[src/rtl/mem_read_arbiter_pkg.sv]
// Shared types and encodings for the two-source AXI line-fill read arbiter.
package mem_arb_pkg;

  typedef enum logic [1:0] {
    IDLE,
    ADDR,
    DATA,
    DONE
  } state_t;

  localparam logic [1:0] BURST_INCR = 2'b01;
  localparam logic [1:0] BURST_WRAP = 2'b10;
  localparam logic [1:0] RRESP_OKAY = 2'b00;

  localparam logic SRC_IF = 1'b0;
  localparam logic SRC_DC = 1'b1;

endpackage

[src/rtl/mem_read_arbiter_if.sv]
// Cache-miss request/fill signals plus the AXI read channel, bundled for the arbiter.
interface mem_read_arbiter_if #(
  parameter int unsigned ID_W = 4,
  parameter int unsigned b    = 3
);
  logic            if_req;
  logic [63:0]     if_addr;
  logic            dc_req;
  logic [63:0]     dc_addr;
  logic            fill_valid;
  logic            fill_src;
  logic [b-1:0]    fill_beat;
  logic [63:0]     fill_data;
  logic            if_done;
  logic            dc_done;
  logic            fill_err;
  logic [ID_W-1:0] m_arid;
  logic [63:0]     m_araddr;
  logic [7:0]      m_arlen;
  logic [2:0]      m_arsize;
  logic [1:0]      m_arburst;
  logic            m_arvalid;
  logic            m_arready;
  logic [ID_W-1:0] m_rid;
  logic [63:0]     m_rdata;
  logic [1:0]      m_rresp;
  logic            m_rlast;
  logic            m_rvalid;
  logic            m_rready;

  modport master (
    input  if_req, if_addr, dc_req, dc_addr,
    input  m_arready, m_rid, m_rdata, m_rresp, m_rlast, m_rvalid,
    output fill_valid, fill_src, fill_beat, fill_data, if_done, dc_done, fill_err,
    output m_arid, m_araddr, m_arlen, m_arsize, m_arburst, m_arvalid, m_rready
  );

  modport slave (
    output if_req, if_addr, dc_req, dc_addr,
    output m_arready, m_rid, m_rdata, m_rresp, m_rlast, m_rvalid,
    input  fill_valid, fill_src, fill_beat, fill_data, if_done, dc_done, fill_err,
    input  m_arid, m_araddr, m_arlen, m_arsize, m_arburst, m_arvalid, m_rready
  );
endinterface

[src/rtl/mem_read_arbiter_rr_arbiter2.sv]
// Two-requester round-robin arbiter; the pointer only moves when both contend.
module rr_arbiter2
  import mem_arb_pkg::*;
(
  input  logic       clk,
  input  logic       reset,
  input  logic [1:0] req,
  input  logic       accept,
  output logic       grant_valid,
  output logic       grant_src
);

  logic ptr;

  always_comb begin
    grant_valid = |req;
    if (&req) grant_src = ptr;
    else      grant_src = req[1] ? SRC_DC : SRC_IF;
  end

  always_ff @(posedge clk) begin
    if (reset) ptr <= SRC_IF;
    else if (accept && (&req)) ptr <= ~grant_src;
  end

endmodule

[src/rtl/mem_read_arbiter.sv]
// Shares one AXI read channel between I-cache and D-cache line fills.
// Define ARB_CRITICAL_WORD_FIRST_EN for WRAP bursts that return the missed word first.
module mem_read_arbiter
  import mem_arb_pkg::*;
#(
  parameter int unsigned B     = 8,
  parameter int unsigned b     = 3,
  parameter int unsigned ID_W  = 4,
  parameter int unsigned IF_ID = 0,
  parameter int unsigned DC_ID = 1
) (
  input logic clk,
  input logic reset,
  mem_read_arbiter_if.master bus
);

  localparam logic [b-1:0] LAST_BEAT = b'(B - 1);

  state_t          state;
  logic            src;
  logic [b-1:0]    idx;
  logic [b-1:0]    cnt;
  logic [63:0]     araddr;
  logic [ID_W-1:0] arid;
  logic            arvalid, rready, if_done, dc_done, fill_err;

  logic            grant_valid, grant_src, accept, beat_fire, last_beat;
  logic [63:0]     grant_addr, line_addr;
  logic [b-1:0]    start_idx;
  logic            unused_bits;

  assign accept = (state == IDLE) && grant_valid;

  rr_arbiter2 u_arb (
    .clk         (clk),
    .reset       (reset),
    .req         ({bus.dc_req, bus.if_req}),
    .accept      (accept),
    .grant_valid (grant_valid),
    .grant_src   (grant_src)
  );

  assign grant_addr = (grant_src == SRC_DC) ? bus.dc_addr : bus.if_addr;

`ifdef ARB_CRITICAL_WORD_FIRST_EN
  assign line_addr     = {grant_addr[63:3], 3'b000};
  assign start_idx     = grant_addr[b+2:3];
  assign bus.m_arburst = BURST_WRAP;
`else
  assign line_addr     = {grant_addr[63:b+3], {(b+3){1'b0}}};
  assign start_idx     = '0;
  assign bus.m_arburst = BURST_INCR;
`endif

  // Only one burst is ever outstanding, so RID carries no information.
  assign unused_bits = ^{bus.m_rid, grant_addr[b+2:0]};

  assign beat_fire = (state == DATA) && bus.m_rvalid && rready;
  assign last_beat = (cnt == LAST_BEAT);

  always_ff @(posedge clk) begin
    if (reset) begin
      state    <= IDLE;
      src      <= SRC_IF;
      idx      <= '0;
      cnt      <= '0;
      araddr   <= '0;
      arid     <= '0;
      arvalid  <= 1'b0;
      rready   <= 1'b0;
      if_done  <= 1'b0;
      dc_done  <= 1'b0;
      fill_err <= 1'b0;
    end else begin
      if_done <= 1'b0;
      dc_done <= 1'b0;
      case (state)
        IDLE: if (grant_valid) begin
          src     <= grant_src;
          araddr  <= line_addr;
          arid    <= (grant_src == SRC_DC) ? ID_W'(DC_ID) : ID_W'(IF_ID);
          arvalid <= 1'b1;
          idx     <= start_idx;
          cnt     <= '0;
          state   <= ADDR;
        end
        ADDR: if (bus.m_arready) begin
          arvalid <= 1'b0;
          rready  <= 1'b1;
          state   <= DATA;
        end
        DATA: if (beat_fire) begin
          // idx is the word index (wraps in WRAP mode); cnt alone decides completion.
          idx <= idx + 1'b1;
          cnt <= cnt + 1'b1;
          if ((bus.m_rresp != RRESP_OKAY) || (bus.m_rlast != last_beat)) fill_err <= 1'b1;
          if (last_beat) begin
            rready  <= 1'b0;
            if_done <= (src == SRC_IF);
            dc_done <= (src == SRC_DC);
            state   <= DONE;
          end
        end
        DONE:    state <= IDLE;
        default: state <= IDLE;
      endcase
    end
  end

  assign bus.m_arid     = arid;
  assign bus.m_araddr   = araddr;
  assign bus.m_arlen    = 8'(B - 1);
  assign bus.m_arsize   = 3'd3;
  assign bus.m_arvalid  = arvalid;
  assign bus.m_rready   = rready;
  assign bus.fill_valid = beat_fire;
  assign bus.fill_src   = src;
  assign bus.fill_beat  = beat_fire ? idx : '0;
  assign bus.fill_data  = beat_fire ? bus.m_rdata : '0;
  assign bus.if_done    = if_done;
  assign bus.dc_done    = dc_done;
  assign bus.fill_err   = fill_err;

endmodule

[src/flat_wrapper.sv]
// flat-port wrapper written by rule: the top's interface ports become plain ports
module mem_read_arbiter_flat import mem_arb_pkg::*;
#(
  parameter int unsigned B     = 8,
  parameter int unsigned b     = 3,
  parameter int unsigned ID_W  = 4,
  parameter int unsigned IF_ID = 0,
  parameter int unsigned DC_ID = 1
)
  (clk, reset, bus_if_req, bus_if_addr, bus_dc_req, bus_dc_addr, bus_m_arready, bus_m_rid, bus_m_rdata, bus_m_rresp, bus_m_rlast, bus_m_rvalid, bus_fill_valid, bus_fill_src, bus_fill_beat, bus_fill_data, bus_if_done, bus_dc_done, bus_fill_err, bus_m_arid, bus_m_araddr, bus_m_arlen, bus_m_arsize, bus_m_arburst, bus_m_arvalid, bus_m_rready);
  mem_read_arbiter_if #(.ID_W(ID_W), .b(b)) bus_i ();
  input logic clk;
  input logic reset;
  input wire logic [$bits(bus_i.if_req)-1:0] bus_if_req;
  input wire logic [$bits(bus_i.if_addr)-1:0] bus_if_addr;
  input wire logic [$bits(bus_i.dc_req)-1:0] bus_dc_req;
  input wire logic [$bits(bus_i.dc_addr)-1:0] bus_dc_addr;
  input wire logic [$bits(bus_i.m_arready)-1:0] bus_m_arready;
  input wire logic [$bits(bus_i.m_rid)-1:0] bus_m_rid;
  input wire logic [$bits(bus_i.m_rdata)-1:0] bus_m_rdata;
  input wire logic [$bits(bus_i.m_rresp)-1:0] bus_m_rresp;
  input wire logic [$bits(bus_i.m_rlast)-1:0] bus_m_rlast;
  input wire logic [$bits(bus_i.m_rvalid)-1:0] bus_m_rvalid;
  output wire logic [$bits(bus_i.fill_valid)-1:0] bus_fill_valid;
  output wire logic [$bits(bus_i.fill_src)-1:0] bus_fill_src;
  output wire logic [$bits(bus_i.fill_beat)-1:0] bus_fill_beat;
  output wire logic [$bits(bus_i.fill_data)-1:0] bus_fill_data;
  output wire logic [$bits(bus_i.if_done)-1:0] bus_if_done;
  output wire logic [$bits(bus_i.dc_done)-1:0] bus_dc_done;
  output wire logic [$bits(bus_i.fill_err)-1:0] bus_fill_err;
  output wire logic [$bits(bus_i.m_arid)-1:0] bus_m_arid;
  output wire logic [$bits(bus_i.m_araddr)-1:0] bus_m_araddr;
  output wire logic [$bits(bus_i.m_arlen)-1:0] bus_m_arlen;
  output wire logic [$bits(bus_i.m_arsize)-1:0] bus_m_arsize;
  output wire logic [$bits(bus_i.m_arburst)-1:0] bus_m_arburst;
  output wire logic [$bits(bus_i.m_arvalid)-1:0] bus_m_arvalid;
  output wire logic [$bits(bus_i.m_rready)-1:0] bus_m_rready;
  assign bus_i.if_req = bus_if_req;
  assign bus_i.if_addr = bus_if_addr;
  assign bus_i.dc_req = bus_dc_req;
  assign bus_i.dc_addr = bus_dc_addr;
  assign bus_i.m_arready = bus_m_arready;
  assign bus_i.m_rid = bus_m_rid;
  assign bus_i.m_rdata = bus_m_rdata;
  assign bus_i.m_rresp = bus_m_rresp;
  assign bus_i.m_rlast = bus_m_rlast;
  assign bus_i.m_rvalid = bus_m_rvalid;
  assign bus_fill_valid = bus_i.fill_valid;
  assign bus_fill_src = bus_i.fill_src;
  assign bus_fill_beat = bus_i.fill_beat;
  assign bus_fill_data = bus_i.fill_data;
  assign bus_if_done = bus_i.if_done;
  assign bus_dc_done = bus_i.dc_done;
  assign bus_fill_err = bus_i.fill_err;
  assign bus_m_arid = bus_i.m_arid;
  assign bus_m_araddr = bus_i.m_araddr;
  assign bus_m_arlen = bus_i.m_arlen;
  assign bus_m_arsize = bus_i.m_arsize;
  assign bus_m_arburst = bus_i.m_arburst;
  assign bus_m_arvalid = bus_i.m_arvalid;
  assign bus_m_rready = bus_i.m_rready;
  mem_read_arbiter #(.B(B), .b(b), .ID_W(ID_W), .IF_ID(IF_ID), .DC_ID(DC_ID)) u_core (.clk(clk), .reset(reset), .bus(bus_i));
endmodule
[config.mk]
export PLATFORM = sky130hd
export DESIGN_NAME = mem_read_arbiter_flat
export DESIGN_NICKNAME = d
export VERILOG_FILES = /design/src/rtl/mem_read_arbiter_pkg.sv /design/src/rtl/mem_read_arbiter_if.sv /design/src/rtl/mem_read_arbiter_rr_arbiter2.sv /design/src/rtl/mem_read_arbiter.sv /design/src/flat_wrapper.sv
export SDC_FILE = /design/constraint.sdc
export NUM_CORES = 1
export LEC_CHECK = 0
export BUFFER_PORTS_ARGS = -buffer_cell sky130_fd_sc_hd__buf_2
export CORE_AREA = 2 2 140 142
export CTS_CLUSTER_DIAMETER = 30
export DETAILED_ROUTE_END_ITERATION = 16
export DIE_AREA = 0 0 142 144
export PLACE_DENSITY = 0.51
export SLEW_MARGIN = 40
export SYNTH_ARGS = -nofsm -noshare
export SYNTH_HDL_FRONTEND = slang
export SYNTH_SLANG_ARGS = --single-unit
[constraint.sdc]
create_clock -name clk -period 1.9 [get_ports clk]
set_input_delay 0.19 -clock clk [delete_from_list [all_inputs] [get_ports clk]]
set_output_delay 0.19 -clock clk [all_outputs]
set_load 0.05 [all_outputs]
==> out/metrics.yaml, run 1 <==
synthesis:
  yosys.cell_types.count: 38
  synthMuxAreaShare_pct: 0.227
  yosysMostFrequentCell: "dfxtp_1"
  yosys.area.top_type: "dfxtp_1"
  synth_common_cells: "dfxtp_1, and2_1, nor2_1"
  ys_seq_elements: 73
  synth_top_family_by_area: "simple AND/OR/NAND/NOR gates"
  synth-main-ff-cell: "dfxtp_1"
  avgSynthCellArea_um2: 8.51
  synth-simple-area-share_pct: 28.5
  synth_enable_flop_cells: 0
  netlist_instances: 518
  ys_top_cells_by_area: "dfxtp_1, nand3b_1, and2_1, a311oi_1, a311oi_2"
  synth_fa_ha_area_share_pct: 1.99
  synth_area_mm2: 0.00441
  synth_xor_xnor_area_share_pct: 0.397
  synth_compound_area_share_pct: 24.3
  async_reset_ff_share_pct: 0
  ys_seq_area_share_pct: 33.1
  ys_warn_count: 0
  synth_top_area_share_pct: 33.1
drt:
  wl_per_cell_um: 17.0
  viasPerCell: 4.62
  dr.max_layer_used: "met4"
  ant_nets: 0
  firstDrtPassIters: 4
  drc: 0
  vias: 4897
  wl_met3_um: 1300
  route.met2.wl_um: 9300
  routed_wl_um: 18000
  dr.first_iter.drc_count: 132
  wl_met1_um: 6910
critical_path:
  crit_required_ns: 1.71
  arrival_ns: 1.67
  r2r_slack_ns: 0.19
  critPathCapture: "bus_fill_data[31]"
  r2r-end: "u_core.idx[0]"
  worstReg2RegStart: "u_core.state[0]"
  worst_setup_path_end_kind: "output port"
  crit_path_start: "u_core.state[0]"
  worstSetupPathType: "flip-flop to output port"
  critPathLaunchType: "flip-flop"
  crit_path_max_fanout: 9
  worstRegToRegCells: 6
die:
  coreArea_mm2: 0.0191
  initial_core_util_pct: 23.1
  rows: 51
  die_y_um: 144
  die_w_um: 142
  io_pins: 360
  die_area_mm2: 0.0204
placed_design:
  hpwlAfterDp_um: 12500
  io_buffers: 321
  dp_cells: 1030
  placed_cell_area_mm2: 0.00619
  place.gp.congestion: 0.758
  place_ws_ns: 0.175
clock_network:
  cts_root_buf: "clkbuf_16"
  clock-sinks: 73
  cts_inserted_buffers: 9
  path_clk_slew_ns: 0.07
  htree_levels: 3
  clock_tree.buffer_depth: 2
  clock_latency_ns: 0.34
  cts_tree: "yes"
timing:
  fin_ws_ns: 0.0448
  max_freq_mhz: 539
  finalCriticalPeriod_ns: 1.86
  hold_viol_final: 0
  skew_ns: 0.00772
  finalMaxSlewViolations: 0
  setup_viol: 0
  final.setup.tns_ns: 0
  period_share_pct: 97.6
  whs_ns: 0.0834
  rsz0062_at_grt: "yes"
pwr:
  p_leak_nw: 3.25
  total_power_mw: 8.69
  ir_drop_mv: 0.508
  p_per_area_mw_per_mm2: 1220
finish:
  nets: 1027
  final_util_pct: 37.2
  ff_latch_area_mm2: 0.00147
  drive_gt1_share_pct: 53.3
  fin_area_mm2: 0.00710
  n_fill_cell: 1981
  syn_to_final_growth_pct: 61.0
  multi_input_area_mm2: 0.00263
  final_cells: 1059
grt:
  first_global_vias: 4403
  grt_util_all_layers_pct: 16.1
  antenna_found_initial: 2
  grt_pass1_wl_um: 25200
  gr-total-overflow: 0
  grt_start_max_net_pins: 118
worst_hold_path:
  hp-class: "input port to flip-flop"
status:
  status: "completed"
flow_run:
  maxCapViolations: 0
==> worst max-delay path, cell delays in order (launching register included) <==
cell and delay (ns):
dfxtp_2 0.32, inv_2 0.07, ha_4 0.14, and3_4 0.28
buf_12 0.15, and2_2 0.16, buf_4 0.19
==> state kept, by name, indices dropped and copies added (netlist names) <==
name / cells
u_core.u_arb.ptr: 1
u_core.bus.dc_done: 1
u_core.bus.m_arid: 1
u_core.idx: 3
u_core.bus.fill_err: 1
u_core.cnt: 3
u_core.bus.if_done: 1
u_core.bus.m_rready: 1
u_core.bus.m_araddr: 58
u_core.state: 2
u_core.bus.m_arvalid: 1
==> worst min path at each step <==
| stage | cells after the start | end | slack [ns] | from |
|---|---|---|---|---|
| 2_1_floorplan | 1 | u_core.bus.m_arvalid | 0.30 | bus_m_arready |
| 3_3_place_gp | 2 | u_core.bus.m_arvalid | 0.43 | bus_m_arready |
| 3_5_place_dp | 2 | u_core.bus.m_arvalid | 0.44 | bus_m_arready |
| 4_1_cts | 2 | u_core.bus.m_arvalid | 0.07 | bus_m_arready |
| 5_1_grt | 2 | u_core.bus.m_arvalid | 0.08 | bus_m_arready |
| 6_report | 2 | u_core.bus.m_arvalid | 0.08 | bus_m_arready |
==> layout by cell type, fill, tap and decap left out, types with 3 or more instances in the layout <==
cell       Yosys  layout
nand2b_1       8       8
ha_1           7       6
conb_1         2      22
and2_2         0      37
and2_4         0       5
dfxtp_1       73      70
nor2_1        61      61
a311oi_2      19      19
nand3b_1      59      59
a21oi_1        7       7
clkbuf_16      0      12
buf_6          8      54
dfxtp_2        0       3
nand4b_1       3       3
o21ai_0       46      46
and2_1        67      25
buf_2         21     253
buf_4         25      22
a311oi_1      40      40
o21ai_1       17      17
buf_12         0       9
==> cells by family after synthesis <==
| logic type | Yosys count |
|---|---|
| AND/OR/NAND/NOR | 211 |
| AO/OA/AOI/OAI | 138 |
| buffers and inverters | 84 |
| flip-flops | 73 |
| adder cells (fa/ha/maj) | 7 |
| other | 2 |
| XOR/XNOR | 2 |
| multiplexers | 1 |
==> repair_timing <==
action,CTS,global route
hold buffers,0,0
pin swaps,3,1
endpoints found under the setup margin,68,61
cloned,3,5
hold endpoints to repair,0,0
gates resized for setup,117,21
buffers inserted,3,2
==> metal layers <==
layer / up-vias / GRT usage, %
met2: 218 / 29.5
li1: 2404 / -
met1: 2246 / 17.8
met4: 0 / 5.37
met5: - / 0
met3: 29 / 4.93
==> power by group <==
part	internal, mW	total (mW)	switching [mW]
Clock	1.05	1.86	0.811
Combinational	1.42	4.59	3.18
Sequential	1.99	2.23	0.247
Total	4.45	8.69	4.23
==> cell type report <==
class	count	area share [%]
flip-flops and latches	73	20.6
inverters	4	0.211
repair buffers	345	33.5
clock inverters	7	1.22
clock buffers	9	3.17
diodes	1	0.0352
well taps	238	4.19
multi-input cells	382	37.0
(Power assumes the default switching activity.)
==> run 2, diff against run 1 <==
--- a/config.mk
+++ b/config.mk
@@ -6,11 +6,13 @@
 export NUM_CORES = 1
 export LEC_CHECK = 0
 export BUFFER_PORTS_ARGS = -buffer_cell sky130_fd_sc_hd__buf_2
-export CORE_AREA = 2 2 140 142
+export CELL_PAD_IN_SITES_DETAIL_PLACEMENT = 1
+export CELL_PAD_IN_SITES_GLOBAL_PLACEMENT = 2
+export CORE_UTILIZATION = 20
 export CTS_CLUSTER_DIAMETER = 30
 export DETAILED_ROUTE_END_ITERATION = 16
-export DIE_AREA = 0 0 142 144
-export PLACE_DENSITY = 0.51
+export GPL_TIMING_DRIVEN = 0
+export PLACE_DENSITY = 0.8
 export SLEW_MARGIN = 40
 export SYNTH_ARGS = -nofsm -noshare
 export SYNTH_HDL_FRONTEND = slang
==> out/metrics.yaml, run 2 (synthesis results as in run 1) <==
status:
  status: "completed"  # unchanged
drt:
  vias: 5263  # was 4,897
  viasPerCell: 4.53  # was 4.62
  wl_per_cell_um: 18.9  # was 17.0 um
  routed_wl_um: 22000  # was 18,000 um
  drc: 0  # unchanged
  ant_nets: 0  # unchanged
  dr.first_iter.drc_count: 102  # was 132
  firstDrtPassIters: 4  # unchanged
clock_network:
  clock_latency_ns: 0.35  # was 0.34 ns
  cts_inserted_buffers: 9  # unchanged
  cts_root_buf: "clkbuf_16"  # unchanged
  cts_tree: "yes"  # unchanged
  path_clk_slew_ns: 0.06  # was 0.07 ns
  htree_levels: 3  # unchanged
  clock-sinks: 73  # unchanged
  clock_tree.buffer_depth: 2  # unchanged
timing:
  final.setup.tns_ns: 0  # unchanged
  finalMaxSlewViolations: 0  # unchanged
  skew_ns: 0.00878  # was 0.00772 ns
  slew_headroom_pct: 47.1
  max_freq_mhz: 534  # was 539 MHz
  rsz0062_at_grt: "yes"  # unchanged
  finalCriticalPeriod_ns: 1.87  # was 1.86 ns
  whs_ns: 0.103  # was 0.0834 ns
  hold_viol_final: 0  # unchanged
  period_share_pct: 98.6  # was 97.6%
  setup_viol: 0  # unchanged
  fin_ws_ns: 0.0265  # was 0.0448 ns
  worst_slew_pin_slew_ns: 0.793
pwr:
  p_leak_nw: 3.47  # was 3.25 nW
  ir_drop_mv: 0.432  # was 0.508 mV
  total_power_mw: 8.81  # was 8.69 mW
  p_per_area_mw_per_mm2: 1170  # was 1220 mW/mm2
flow_run:
  maxCapViolations: 0  # unchanged
finish:
  mostFrequentLayoutCells: "buf_2, dfxtp_1, nor2_1"  # unchanged
  largest_reg_flops: 58  # unchanged
  drive_gt1_share_pct: 54.4  # was 53.3%
  mostFrequentLayoutCell: "buf_2"  # unchanged
  final_cells: 1162  # was 1,059
  nets: 1089  # was 1,027
  final_util_pct: 35.2  # was 37.2%
  n_fill_cell: 2577  # was 1,981
  syn_to_final_growth_pct: 70.3  # was 61.0%
  fin_area_mm2: 0.00751  # was 0.00710 mm2
placed_design:
  placed_cell_area_mm2: 0.00648  # was 0.00619 mm2
  place.gp.congestion: 0.777  # was 0.758
  io_buffers: 320  # was 321
  dp_cells: 1133  # was 1,030
  place_ws_ns: -0.378  # was 0.175 ns
  hpwlAfterDp_um: 16700  # was 12,500 um
die:
  die_w_um: 151  # was 142 um
  initial_core_util_pct: 20.7  # was 23.1%
  io_pins: 360  # unchanged
  die_area_mm2: 0.0227  # was 0.0204 mm2
  die_y_um: 151  # was 144 um
  coreArea_mm2: 0.0214  # was 0.0191 mm2
  rows: 53  # was 51
critical_path:
  worstSetupPathType: "flip-flop to output port"  # unchanged
  critPathLaunchType: "flip-flop"  # unchanged
  r2r_slack_ns: 0.15  # was 0.19 ns
  worst_setup_path_end_kind: "output port"  # unchanged
  crit_path_start: "u_core.state[0]"  # unchanged
  crit_path_max_fanout: 7  # was 9
  arrival_ns: 1.68  # was 1.67 ns
  crit_required_ns: 1.71  # about the same
  worstReg2RegStart: "u_core.state[1]"  # was u_core.state[0]
grt:
  antenna_found_initial: 5  # was 2
  gr-total-overflow: 0  # unchanged
  grt_util_all_layers_pct: 18.7  # was 16.1%
  first_global_vias: 5444  # was 4,403
  grt_start_max_net_pins: 16  # was 118
  grt_pass1_wl_um: 31300  # was 25,200 um
worst_hold_path:
  hp-class: "input port to flip-flop"  # unchanged
  min-delay-start: "bus_m_arready"  # unchanged
-- run 2: per-layer routing --
metal  share of wire (%)  vias up  routed length, um  global-route usage, %
li1                    -     2536                  -                      -
met1                  37     2481               8220                   19.2
met2                  52      223              11500                   35.5
met3                 8.5       21               1860                   5.73
met4                 1.6        2                354                   6.06
met5               0.046        -                 10                      0
-- run 2: worst max-delay path, stage by stage, from the launching register on --
cell and delay (ns):
dfxtp_2 0.34, inv_4 0.07, ha_4 0.13, and3_4 0.23
buf_12 0.15, buf_8 0.11, and2_4 0.16, buf_8 0.14
-- run 2: path summary, 6_finish.rpt --
check                                         endpoint  cells past startpoint
worst max-delay path                 bus_fill_data[42]                      7
worst min-delay path              u_core.bus.m_arvalid                      2
worst max register to register  u_core.bus.m_araddr[7]                      7
worst min register to register     u_core.bus.fill_err                      2
-- run 2: report_power, final --
group          leakage (nW)  internal, mW  switching [mW]
Sequential            0.605          1.99           0.252
Combinational          2.73          1.50            3.39
Clock                 0.131         0.908           0.772
-- run 2: cell type report --
class	instances	area, um2	area share (%)
inverter	4	17.5	0.233
clock inverter	7	60.1	0.799
sequential	73	1470	19.5
buffer	79	554	7.38
clock buffer	9	225	3.00
antenna	5	12.5	0.167
tap	275	344	4.58
multi-input combinational	381	2640	35.1
timing repair buffer	329	2190	29.2
-- run 2: what timing repair did --
item | in CTS | in global routing
setup buffers | 5 | 1
pin swaps | 30 | 1
hold buffers | 0 | 0
gates cloned | 3 | 0
setup endpoints to repair | 90 | 124
resized for setup | 212 | 25
